--- src/rtl/sdf_ntt_ctrl.sv ---
// -----------------------------------------------------------------------------
// sdf_ntt_ctrl
// Frame sequencer for a radix-2 single-path delay-feedback (SDF) NTT pipeline.
// Loads one N-coefficient frame from a valid/ready source, then drains the
// pipeline with zeros while steering the per-stage butterfly selects and
// twiddle-ROM addresses. It flags valid pipeline outputs and pulses done_tick
// once the frame has fully drained.
//
// Ports
//   clk        rising-edge clock
//   rst        synchronous active-high reset
//   start      begin a frame (sampled in IDLE only)
//   in_valid   upstream coefficient valid
//   in_ready   controller accepts a coefficient this cycle
//   sdf_en     advance every SDF stage this cycle
//   sdf_zero   datapath muxes 0 onto the SDF input (drain)
//   bf_sel     bit s: stage s butterflies, else delay-fill/pass
//   tw_addr    stage s twiddle address at [s*TW_W +: TW_W]
//   out_valid  SDF output is a valid result coefficient
//   out_idx    index of the current output coefficient, 0..N-1
//   busy       high in LOAD, DRAIN and DONE
//   done_tick  one-cycle pulse at end of frame
// -----------------------------------------------------------------------------
module sdf_ntt_ctrl #(
  parameter int N     = 8,
  parameter int LOG_N = 3,
  parameter int TW_W  = 2
) (
  input  logic                  clk,
  input  logic                  rst,
  input  logic                  start,
  input  logic                  in_valid,
  output logic                  in_ready,
  output logic                  sdf_en,
  output logic                  sdf_zero,
  output logic [LOG_N-1:0]      bf_sel,
  output logic [LOG_N*TW_W-1:0] tw_addr,
  output logic                  out_valid,
  output logic [LOG_N-1:0]      out_idx,
  output logic                  busy,
  output logic                  done_tick
);

  typedef enum logic [1:0] {
    IDLE,
    LOAD,
    DRAIN,
    DONE
  } state_t;

  // Tick values that mark the frame milestones.
  localparam logic [LOG_N:0] TICK_LOAD_LAST  = (LOG_N+1)'(N - 1);
  localparam logic [LOG_N:0] TICK_DRAIN_LAST = (LOG_N+1)'(2 * N - 2);
  localparam logic [LOG_N:0] TICK_OUT_FIRST  = (LOG_N+1)'(N - 1);

  state_t         state;
  logic [LOG_N:0] tick;   // sdf_en cycles since the frame started
  logic           active; // LOAD or DRAIN: datapath controls are live

  // ---------------------------------------------------------------------------
  // Frame FSM and tick counter
  // ---------------------------------------------------------------------------
  // NOTE: sequential state uses non-blocking assignments so every register
  // samples the pre-edge values, independent of statement order.
  always_ff @(posedge clk) begin
    if (rst) begin
      state <= IDLE;
      tick  <= '0;
    end else begin
      unique case (state)
        IDLE: begin
          if (start) begin
            state <= LOAD;
            tick  <= '0;
          end
        end
        LOAD: begin
          // Bubbles in in_valid freeze the tick and hence every control output.
          if (in_valid) begin
            tick <= tick + 1'b1;
            if (tick == TICK_LOAD_LAST) state <= DRAIN;
          end
        end
        DRAIN: begin
          // Tick saturates on the last drain cycle; it is don't-care in DONE.
          if (tick == TICK_DRAIN_LAST) state <= DONE;
          else                         tick  <= tick + 1'b1;
        end
        DONE: state <= IDLE;
        default: state <= IDLE;
      endcase
    end
  end

  // ---------------------------------------------------------------------------
  // Handshake, enables and status
  // ---------------------------------------------------------------------------
  assign active    = (state == LOAD) || (state == DRAIN);
  assign in_ready  = (state == LOAD);
  assign sdf_en    = ((state == LOAD) && in_valid) || (state == DRAIN);
  assign sdf_zero  = (state == DRAIN);
  assign busy      = (state != IDLE);
  assign done_tick = (state == DONE);

  // The first result leaves the last stage once N-1 samples have gone in.
  assign out_valid = sdf_en && (tick >= TICK_OUT_FIRST);
  assign out_idx   = out_valid ? LOG_N'(tick - TICK_OUT_FIRST) : '0;

  // ---------------------------------------------------------------------------
  // Per-stage butterfly select and twiddle address
  // Stage s sees data OFF = N - N/2^s ticks after the input; its local index
  // loc wraps modulo N. The butterfly runs in the second half of each
  // N/2^s block, i.e. when loc bit (LOG_N-1-s) is set.
  // ---------------------------------------------------------------------------
  for (genvar s = 0; s < LOG_N; s++) begin : g_stage
    localparam int OFF    = N - (N >> s);
    localparam int TW_MOD = N >> (s + 1);

    logic [LOG_N-1:0] loc;
    logic             reached;

    assign loc = tick[LOG_N-1:0] - LOG_N'(OFF);

    if (OFF == 0) begin : g_first
      assign reached = 1'b1;
    end else begin : g_later
      assign reached = (tick >= (LOG_N+1)'(OFF));
    end

    assign bf_sel[s] = active && reached && loc[LOG_N-1-s];

    // Address = (loc mod N/2^(s+1)) * 2^s; the mask is the modulo because
    // TW_MOD is a power of two.
    assign tw_addr[s*TW_W +: TW_W] =
      bf_sel[s] ? TW_W'((loc & LOG_N'(TW_MOD - 1)) << s) : '0;
  end

endmodule
--- config.mk ---
export PLATFORM = sky130hd
export DESIGN_NAME = sdf_ntt_ctrl
export DESIGN_NICKNAME = d
export VERILOG_FILES = /design/src/rtl/sdf_ntt_ctrl.sv
export SDC_FILE = /design/constraint.sdc
export NUM_CORES = 1
export LEC_CHECK = 0
export ABC_AREA = 1
export BUFFER_PORTS_ARGS = -buffer_cell sky130_fd_sc_hd__buf_2
export CAP_MARGIN = 0
export CORE_MARGIN = 2
export CORE_UTILIZATION = 33
export DETAILED_ROUTE_END_ITERATION = 6
export PLACE_DENSITY_LB_ADDON = 0.25
export SKIP_CTS_REPAIR_TIMING = 1
export SKIP_LAST_GASP = 1
export SLEW_MARGIN = 15
export SYNTH_ARGS = -nofsm -noshare
export SYNTH_HDL_FRONTEND = slang
export SYNTH_SLANG_ARGS = --single-unit
--- constraint.sdc ---
create_clock -name clk -period 2.4 [get_ports clk]
set_clock_uncertainty 0.05 [all_clocks]
set_input_delay 0.48 -clock clk [delete_from_list [all_inputs] [get_ports clk]]
set_output_delay 0.48 -clock clk [all_outputs]
set_load 0.01 [all_outputs]
; Word level (Yosys, flattened, before mapping)
; Cells that the tools add are included.
[totals]
regBits = 6
[classes]
n_mux = 12
reduce_logical = 14
order_cmp = 3
eq_ne = 10
addsub = 4
[op_table]
columns = op, n
row1 = "4-bit by 3-bit greater-or-equal comparator with 1-bit output, second input constant", 3
row2 = 2-bit 2-to-1 mux, 6
row3 = 4-bit 2-to-1 mux, 3
row4 = 4-bit case mux with 3 select lines, 1
row5 = 2-bit case mux with 4 select lines, 1
row6 = 4-bit AND reduction, 2
row7 = 1-bit logical AND, 7
row8 = "2-bit inequality test, second input constant", 3
row9 = "4-bit by 1-bit adder with 4-bit output, second input constant", 1
row10 = "2-bit == test, second input constant", 2
row11 = "4-bit by 3-bit == test with 1-bit output, second input constant", 1
row12 = "4-bit == test, second input constant", 1
row13 = "2-bit by 1-bit inequality test with 1-bit output, second input constant", 2
row14 = 3-bit 2-to-1 mux, 1
row15 = 3-bit nonzero test, 1
row16 = "3-bit subtractor, second input constant", 1
row17 = "2-bit by 1-bit == test with 1-bit output, second input constant", 1
row18 = 2-bit logical NOT, 1
row19 = 1-bit logical OR, 2
row20 = 2-bit nonzero test, 1
row21 = "2-bit by 1-bit subtractor with 2-bit output, second input constant", 1
row22 = "1-bit subtractor, second input constant", 1

; Depth between registers and ports, before layout
; Gate-level depths: netlist of the first run.
[logic_depth]
ltp_word = 5
mapped_depth = 9
depth_no_buf = 9

; Worst setup path after synthesis of the first run
; OpenSTA, ideal clock, no wires.
[synth_path]
path_kind = register to output
from = register state[0]
to = output bf_sel[2]
slack_ps = 538
arrival_ps = 1332
t_required_ps = 1870
stages_incl_launch_ff = 7
n_path_buf = 0
path_cell_list = dfxtp_1 inv_1 ha_1 nand2_1 nor2_1 a21oi_1 nor2_1
[synth_via]
elab_chain_len = 4
elab_cells_between_ends = 5
[synth_rtl]
columns = item, line_no
row1 = from (decl), 56  ; state_t state;
row2 = from (signal assigned), 67  ; state <= IDLE;
row3 = from (signal assigned), 73  ; state <= LOAD;
row4 = from (signal assigned), 81  ; if (tick == TICK_LOAD_LAST) state <= DRAIN;
row5 = 2-bit by 1-bit == test with 1-bit output / 2-bit == test (equally long branches), 98  ; assign active = (state == LOAD) || (state == DRAIN);
row6 = 1-bit logical OR (*), 98
row7 = 1-bit logical AND (*) (2 in series), 130  ; assign bf_sel[s] = active && reached && loc[LOG_N-1-s];
row8 = to (decl), 36  ; output logic [LOG_N-1:0] bf_sel,
; Mark *: on every way between the ends. The rest lies on a longest branch, timed or not.

; Worst setup path in the final report of the first run
; Ends and elaborated chain as after synthesis.

==> results of run 1 <==
-- metrics by stage --
stage | utilization [%] | hold WS, ns
floorplan | - | 0.4567
global placement | 41.88 | 0.5074
detailed placement | 41.88 | 0.5086
CTS | 43.34 | 0.4001
global route | 43.34 | 0.4201
finish | 43.34 | 0.4086
-- sequential cells by signal (all words and copies together), names as in the netlist --
name and cells:
state 2, tick 4
-- area by class of cell --
class                           count  area (sq um)
Fill cell                         177         873.3
Multi-Input combinational cell     64         355.3
Sequential cell                     6         120.1
Timing Repair Buffer               18         90.09
Inverter                           16         60.06
Clock buffer                        3         22.52
Tap cell                           16         20.02
-- power by group through the flow --
stage	Combinational [mW]	Clock [mW]	Sequential, mW
floorplan	0.229	0	0.147
global placement	0.299	0	0.153
detailed placement	0.305	0	0.154
CTS	0.307	0.0939	0.152
global route	0.350	0.0966	0.155
finish	0.305	0.0883	0.152
-- layer usage --
metal  share of wire [%]  global-route usage, %  up-vias
met2                  47                  21.14       15
met5                   0                      0        -
met1                  47                  17.68      251
met4                0.84                  8.824        0
met3                 5.1                  1.200        2
li1                    -                      -      301
-- kinds of logic (layout without fill, tap and decap cells) --
group,after synthesis,in the layout,share of synthesized area [%]
and+or+nand+nor,42,42,33.86
AOI/OAI and AO/OA,11,11,10.54
buffers and inverters,20,37,16.14
adders and majority gates,7,7,15.69
xor gates and xnor gates,1,1,1.570
DFF,6,6,21.53
other,1,3,0.6720
-- worst paths after layout --
kind                            startpoint         to  cells past startpoint  slack, ns
worst min register to register     tick[0]    tick[0]                      2       0.51
worst min-delay path                   rst    tick[3]                      2       0.41
worst max-delay path              state[0]  bf_sel[2]                      7       0.23
worst max register to register    state[0]    tick[3]                      7       0.83
-- cell usage in the layout (no fill, tap or decap), drive strengths merged --
cell,n
ha,7
nand3,6
clkbuf,3
nand2,18
dfxtp,6
inv,16
o21ai,6
a21oi,5
nor3,1
nor2,16
xnor2,1
buf,18
nand4,1
conb,3
==> results.yml, run 1 <==
floorplanning:
  io-pin-count: 22
  die_height_microns: 45.12
  die_x_microns: 45.12
  fp.coreArea_sq_mm: 0.001541
  floorplan.initialDensity_pct: 36.20
  die_area_sq_mm: 0.002036
  std_cell_rows: 14
synth:
  synth-edff-count: 0
  synth-warning-count: 0
  synth_ff_type: "sky130_fd_sc_hd__dfxtp_1"
  netlist_instances: 88
  synthMostInstantiatedCell: "sky130_fd_sc_hd__nand2_1"
  synth.yosys.seq_area_share_pct: 21.52
  synth_common_cells: "18 x sky130_fd_sc_hd__nand2_1, 16 x sky130_fd_sc_hd__inv_1, 14 x sky130_fd_sc_hd__nor2_1, 7 x sky130_fd_sc_hd__ha_1, 6 x sky130_fd_sc_hd__dfxtp_1"
  cell_taking_the_most_area_after_synthesis: "sky130_fd_sc_hd__dfxtp_1"
  synth_async_sr_flop_share_pct: 0
  syn-mean-instance-area_sq_um: 6.341
  netlist_area_before_placement_sq_um: 558.0
  synthDominantCellAreaShare_pct: 21.52
  yosys-top-cells-area: "sky130_fd_sc_hd__dfxtp_1 22%, sky130_fd_sc_hd__ha_1 16%, sky130_fd_sc_hd__nand2_1 12%, sky130_fd_sc_hd__inv_1 11%, sky130_fd_sc_hd__nor2_1 9.4%"
  ys_seq_elements: 6
  synth.lib_cells_used.distinct: 18
setup_path:
  critPathBufInv: 2
  crit_path_largest_cell_delay_ns: 0.41
  crit_top_cell: "sky130_fd_sc_hd__nor2_1"
  worstPathMaxFanout: 7
  cp.required_ns: 1.87
  path_cells: "inv_1, ha_1, nand2_1, nor2_1, a21oi_1, nor2_1, buf_2"
  critPathKind: "reg -> out"
  crit_path_top_delay_cell: "sky130_fd_sc_hd__ha_1"
  arrival_time_reported_for_the_critical_path_endpoint_ns: 1.64
  critical_path.endpoint_type: "output port"
  path_delay_family: "adder cells"
  timing.critical_path.from_type: "flop"
sta:
  slew_viol_final: 0
  setup_slack_ns: 0.2341
  hold_viol_final: 0
  finalCritPeriodShare_pct: 90.24
  max_freq_ghz: 0.4617
  fin_setup_tns_ns: 0
  final-setup-viol-count: 0
  layout_min_cycle_time_ns: 2.166
  rsz_0062_raised_after_global_routing: "false"
power:
  seq_power_share_pct: 27.8
  report.power.total_uw: 545.2
  internal-power_uw: 285.2
  comb_power_share_pct: 56.0
  power.leakage_nw: 0.3776
  switch_pwr_uw: 260.0
  power_switching_share_pct: 47.69
  clock_power_share_pct: 16.2
  irDropWorstVdd_uv: 386.1
  ratio_of_total_power_to_cell_area_mw_per_mm2: 816.0
status:
  run_status: "finished, final reports clean"
global_route:
  grt_pass1_vias: 492
  grt.total_usage_pct: 13.55
  grt_first_pass_wirelength_microns: 2007
  gr-total-overflow: 0
  largest_net_degree_at_the_start_of_global_routing: 10
  grt_antenna_before_repair: 0
clock_tree:
  cts_sinks: 6
  cts_max_path_buffers: 2
  clkTransAtPathRegs_ns: 0.04
  cts_root_buffer: "sky130_fd_sc_hd__clkbuf_4"
  htreeDepth: 1
  cts_inserted_buffers: 3
  clk-insertion-delay-late_ns: 0.24
  cts_tree: "yes"
cells_and_area:
  layout-drive-gt1-share_pct: 24.30
  layout.nets: 120
  syn_to_final_growth_pct: 19.73
  stdcell_count: 123
  design_area_sq_um: 668.1
  insertedDiodeCount: 0
route:
  initialDrtViolationCount: 14
  avgViaCountPerCell: 4.626
  postRouteAntennaNets: 0
  drc: 0
  detail_route.wl_per_cell_microns: 9.732
  dr.pass1.iters: 4
  vias: 569
  overall_routed_net_length_microns: 1197
placed_design:
  pre_cts_setup_slack_ns: 0.5026
  gp_routability_congestion: 0.7209
  placed_cells_incl_taps: 120
  detailedPlacementHpwl_microns: 983.9
  port_buffers: 18
  placement.cell_area_sq_um: 645.6
job:
  timing.max_cap.violations: 0
hold_path:
  hold_path.class: "in -> reg"
No activity file was read; power rests on OpenSTA's default activity.
==> run 2, diff against run 1 <==
--- a/config.mk
+++ b/config.mk
@@ -12,6 +12,7 @@
 export CORE_UTILIZATION = 33
 export DETAILED_ROUTE_END_ITERATION = 6
 export PLACE_DENSITY_LB_ADDON = 0.25
+export RECOVER_POWER = 100
 export SKIP_CTS_REPAIR_TIMING = 1
 export SKIP_LAST_GASP = 1
 export SLEW_MARGIN = 15
==> run 2 against run 1 <==
  * Register-to-register slack got worse by 0.05 ns
  * Sequential power is essentially flat
  * Die area stayed put
  * Flip-flop and latch count stayed put
  * Final cell count unchanged
==> results.yml, run 2 (synthesis results as in run 1) <==
status:
  run_status: "finished, final reports clean"
cells_and_area:
  syn_to_final_growth_pct: 16.14
  layout.area.seq_sq_um: 120.1
  layout.filler_cells: 183
  layout.nets: 120
  largest_register_ff_count: 4
  insertedDiodeCount: 0
  layout-drive-gt1-share_pct: 10.28
  biggestRegsByFlops: "tick: 4 flops, state: 2 flops"
  layout.cells.most_common_list: "18 x sky130_fd_sc_hd__nand2_1, 16 x sky130_fd_sc_hd__inv_1, 15 x sky130_fd_sc_hd__nor2_1, 14 x sky130_fd_sc_hd__clkbuf_1, 7 x sky130_fd_sc_hd__ha_1"
  multi_input_comb_area_sq_um: 352.8
  max_flop_register: "tick"
  final_common_cell: "sky130_fd_sc_hd__nand2_1"
setup_path:
  path_cells: "inv_1, ha_1, nand2_1, nor2_1, a21oi_1, nor2_1, buf_2"
  critical_path.endpoint_type: "output port"
  path_delay_family: "adder cells"
  critPathBufInv: 2
  crit_top_cell: "sky130_fd_sc_hd__nor2_1"
  critPathKind: "reg -> out"
  arrival_time_reported_for_the_critical_path_endpoint_ns: 1.65
  crit_path_largest_cell_delay_ns: 0.41
  cp.required_ns: 1.87
  worstPathMaxFanout: 7
  timing.critical_path.from_type: "flop"
  crit_path_top_delay_cell: "sky130_fd_sc_hd__ha_1"
power:
  ratio_of_total_power_to_cell_area_mw_per_mm2: 827.1
  irDropWorstVdd_uv: 382.6
  report.power.total_uw: 536.0
  power.leakage_nw: 0.3187
clock_tree:
  cts_sinks: 6
  cts_tree: "yes"
  cts_inserted_buffers: 3
  cts_root_buffer: "sky130_fd_sc_hd__clkbuf_4"
  clkTransAtPathRegs_ns: 0.04
  clk-insertion-delay-late_ns: 0.24
  cts_max_path_buffers: 2
  htreeDepth: 1
route:
  overall_routed_net_length_microns: 1218
  detail_route.wl_per_cell_microns: 9.902
  avgViaCountPerCell: 4.634
  dr.pass1.iters: 4
  vias: 570
  drc: 0
  postRouteAntennaNets: 0
  initialDrtViolationCount: 19
global_route:
  grt_first_pass_wirelength_microns: 2007
  largest_net_degree_at_the_start_of_global_routing: 10
  grt_pass1_vias: 492
  grt.total_usage_pct: 13.55
  grt_antenna_before_repair: 0
  gr-total-overflow: 0
floorplanning:
  io-pin-count: 22
  die_height_microns: 45.12
  die_x_microns: 45.12
  die_area_sq_mm: 0.002036
  std_cell_rows: 14
  fp.coreArea_sq_mm: 0.001541
  floorplan.initialDensity_pct: 36.20
sta:
  hold_viol_final: 0
  max_freq_ghz: 0.4590
  rsz_0062_raised_after_global_routing: "false"
  slew_viol_final: 0
  final-setup-viol-count: 0
  fin_setup_tns_ns: 0
  finalCritPeriodShare_pct: 90.77
  layout_min_cycle_time_ns: 2.179
placed_design:
  gp_routability_congestion: 0.7209
  detailedPlacementHpwl_microns: 983.9
  port_buffers: 18
hold_path:
  hold_path.class: "in -> reg"
job:
  timing.max_cap.violations: 0
-- run 2: power breakdown --
group / internal, mW / switching (mW) / leakage, nW / total (mW)
Clock: 0.0563 / 0.0322 / 0.0138 / 0.0885
Combinational: 0.0951 / 0.200 / 0.256 / 0.295
Sequential: 0.124 / 0.0284 / 0.0490 / 0.152
-- run 2: worst paths after layout --
path / start / endpoint / slack [ns] / depth (start not counted)
max: state[0] / bf_sel[2] / 0.22 / 7
min: rst / tick[3] / 0.41 / 2
max reg2reg: state[0] / tick[3] / 0.78 / 7
min reg2reg: tick[0] / tick[0] / 0.52 / 2
-- run 2: area by class of cell --
type | instances | area share [%]
multi-input cells | 64 | 54.44
clock buffers | 3 | 3.475
flip-flops and latches | 6 | 18.53
well taps | 16 | 3.089
inverters | 16 | 9.266
repair buffers | 18 | 11.20
-- run 2: stage by stage --
step           instance area [sq um]  util (%)  worst slack (ns)  hold WS (ns)  std cells
2_1_floorplan                  565.5         -            0.5380        0.4567         90
3_3_place_gp                   645.6     41.88            0.5532        0.5074        120
3_5_place_dp                   645.6     41.88            0.5026        0.5086        120
4_1_cts                        668.1     43.34            0.2388        0.4001        123
5_1_grt                        648.1     42.05           0.03797        0.4201        123
6_report                       648.1     42.05            0.2214        0.4091        123
-- run 2: layer usage --
| metal | track usage [%] | part of all wire (%) | up-vias | routed length (microns) |
|---|---|---|---|---|
| met5 | 0 | 0 | - | 0 |
| met4 | 8.824 | 0.82 | 0 | 10 |
| met3 | 1.200 | 4.4 | 2 | 54 |
| met2 | 21.14 | 46 | 11 | 564 |
| met1 | 17.68 | 48 | 256 | 589 |
| li1 | - | - | 301 | - |
==> run 3, diff against run 2 <==
==> constraint.sdc (replaced) <==
create_clock -name clk -period 2.4 [get_ports clk]
set_clock_uncertainty 0.05 [all_clocks]
set_input_delay 0.24 -clock clk [delete_from_list [all_inputs] [get_ports clk]]
set_output_delay 0.24 -clock clk [all_outputs]
set_load 0.01 [all_outputs]
==> run 3 against run 2 <==
  * Count of clock-buffer cells in the layout unchanged
  * Register-to-register slack about the same
  * Maximum frequency up 11%
  * Total power about the same
  * Largest power group unchanged
  * Highest routed layer unchanged
==> results.yml, run 3 (synthesis results as in run 1) <==
setup_path:
  worstPathMaxFanout: 7
  crit_path_largest_cell_delay_ns: 0.41
  reg2regPathDepth: 7
  critical_path.endpoint_type: "output port"
  timing.critical_path.from_type: "flop"
  crit_top_cell: "sky130_fd_sc_hd__nor2_1"
  arrival_time_reported_for_the_critical_path_endpoint_ns: 1.68
  crit_start: "state[0]"
  critPathBufInv: 2
  path_delay_family: "adder cells"
  reg2reg_setup_slack_ns: 0.78
  crit_path_top_delay_cell: "sky130_fd_sc_hd__ha_1"
  worst_r2r_startpoint: "state[0]"
  path_cells: "inv_1, ha_1, nand2_1, nor2_1, a21oi_1, nor2_1, clkbuf_1"
  cp_num_cells: 7
  rr_endpoint: "tick[3]"
  critPathKind: "reg -> out"
  critPathCapture: "bf_sel[2]"
  cp.required_ns: 2.11
cells_and_area:
  insertedDiodeCount: 0
  largest_register_ff_count: 4
  final_common_cell: "sky130_fd_sc_hd__nand2_1"
  biggestRegsByFlops: "tick: 4 flops, state: 2 flops"
  layout-drive-gt1-share_pct: 9.346
  syn_to_final_growth_pct: 15.92
  max_flop_register: "tick"
  layout.cells.most_common_list: "18 x sky130_fd_sc_hd__nand2_1, 16 x sky130_fd_sc_hd__inv_1, 15 x sky130_fd_sc_hd__nor2_1, 15 x sky130_fd_sc_hd__clkbuf_1, 7 x sky130_fd_sc_hd__ha_1"
  layout.nets: 120
  layout.filler_cells: 184
sta:
  rsz_0062_raised_after_global_routing: "false"
  slew_viol_final: 0
  fin_setup_tns_ns: 0
  final-setup-viol-count: 0
  finalCritPeriodShare_pct: 82.05
  max_freq_ghz: 0.5078
  hold_viol_final: 0
  setup_slack_ns: 0.4309
  final.hold.worst_slack_ns: 0.1691
  layout_min_cycle_time_ns: 1.969
global_route:
  grt_first_pass_wirelength_microns: 2007
  grt_antenna_before_repair: 0
  grt_most_used_layer: "met2"
  gr-total-overflow: 0
  globalRouteMet3Util_pct: 1.200
  grt.total_usage_pct: 13.55
  largest_net_degree_at_the_start_of_global_routing: 10
  grt_pass1_vias: 492
  gr_util_met2_pct: 21.14
  globalRouteMet1Util_pct: 17.68
floorplanning:
  fp.coreArea_sq_mm: 0.001541
  std_cell_rows: 14
  die_height_microns: 45.12
  die_area_sq_mm: 0.002036
  die_x_microns: 45.12
  floorplan.initialDensity_pct: 36.20
  io-pin-count: 22
route:
  vias: 570
  postRouteAntennaNets: 0
  drc: 0
  dr.pass1.iters: 4
  avgViaCountPerCell: 4.634
  overall_routed_net_length_microns: 1219
  detail_route.wl_per_cell_microns: 9.911
  initialDrtViolationCount: 19
clock_tree:
  cts_tree: "yes"
  cts_inserted_buffers: 3
  cts_max_path_buffers: 2
  cts_sinks: 6
  clk-insertion-delay-late_ns: 0.24
  cts_root_buffer: "sky130_fd_sc_hd__clkbuf_4"
  htreeDepth: 1
  clkTransAtPathRegs_ns: 0.04
job:
  timing.max_cap.violations: 0
placed_design:
  detailedPlacementHpwl_microns: 983.9
  pre_cts_setup_slack_ns: 0.7426
  port_buffers: 18
  gp_routability_congestion: 0.7209
power:
  ratio_of_total_power_to_cell_area_mw_per_mm2: 828.6
  power.leakage_nw: 0.3143
  irDropWorstVdd_uv: 382.6
hold_path:
  hold_path.class: "in -> reg"
status:
  run_status: "finished, final reports clean"
-- run 3: cell types whose count changed in the layout (fill, tap and decap cells not counted), sizes merged --
cell	delta
clkbuf	+1
buf	-1
-- run 3: power breakdown --
part | total, mW | internal, mW | switching (mW)
sequential | 0.152 | 0.124 | 0.0284
clock | 0.0885 | 0.0563 | 0.0322
combinational | 0.295 | 0.0951 | 0.200
total | 0.536 | 0.275 | 0.261
-- run 3: routing by layer --
metal	share of wire (%)	vias up
met5	0	-
met4	0.82	0
met3	4.4	2
met2	46	11
met1	48	256
li1	-	301
-- run 3: worst min path at each step --
stage                     from  endpoint  slack [ns]  cells after the start
after floorplan            rst   tick[3]        0.25                      1
after global placement     rst   tick[3]        0.41                      2
after detailed placement   rst   tick[3]        0.41                      2
after CTS                  rst   tick[3]        0.16                      2
after global routing       rst   tick[3]        0.18                      2
final                      rst   tick[3]        0.17                      2
-- run 3: layout make-up --
cell class | count | area [sq um] | area share [%]
Multi-Input combinational cell | 64 | 352.8 | 54.55
Sequential cell | 6 | 120.1 | 18.57
Timing Repair Buffer | 18 | 71.32 | 11.03
Inverter | 16 | 60.06 | 9.284
Clock buffer | 3 | 22.52 | 3.482
Tap cell | 16 | 20.02 | 3.095
-- run 3: metrics by stage --
stage	utilization (%)	area [sq um]	instances	total power [mW]
after floorplan	-	565.5	90	0.3762
after CTS	43.34	668.1	123	0.5529
final	41.96	646.9	123	0.5360
after global routing	41.96	646.9	123	0.5909
after detailed placement	41.88	645.6	120	0.4584
after global placement	41.88	645.6	120	0.4519
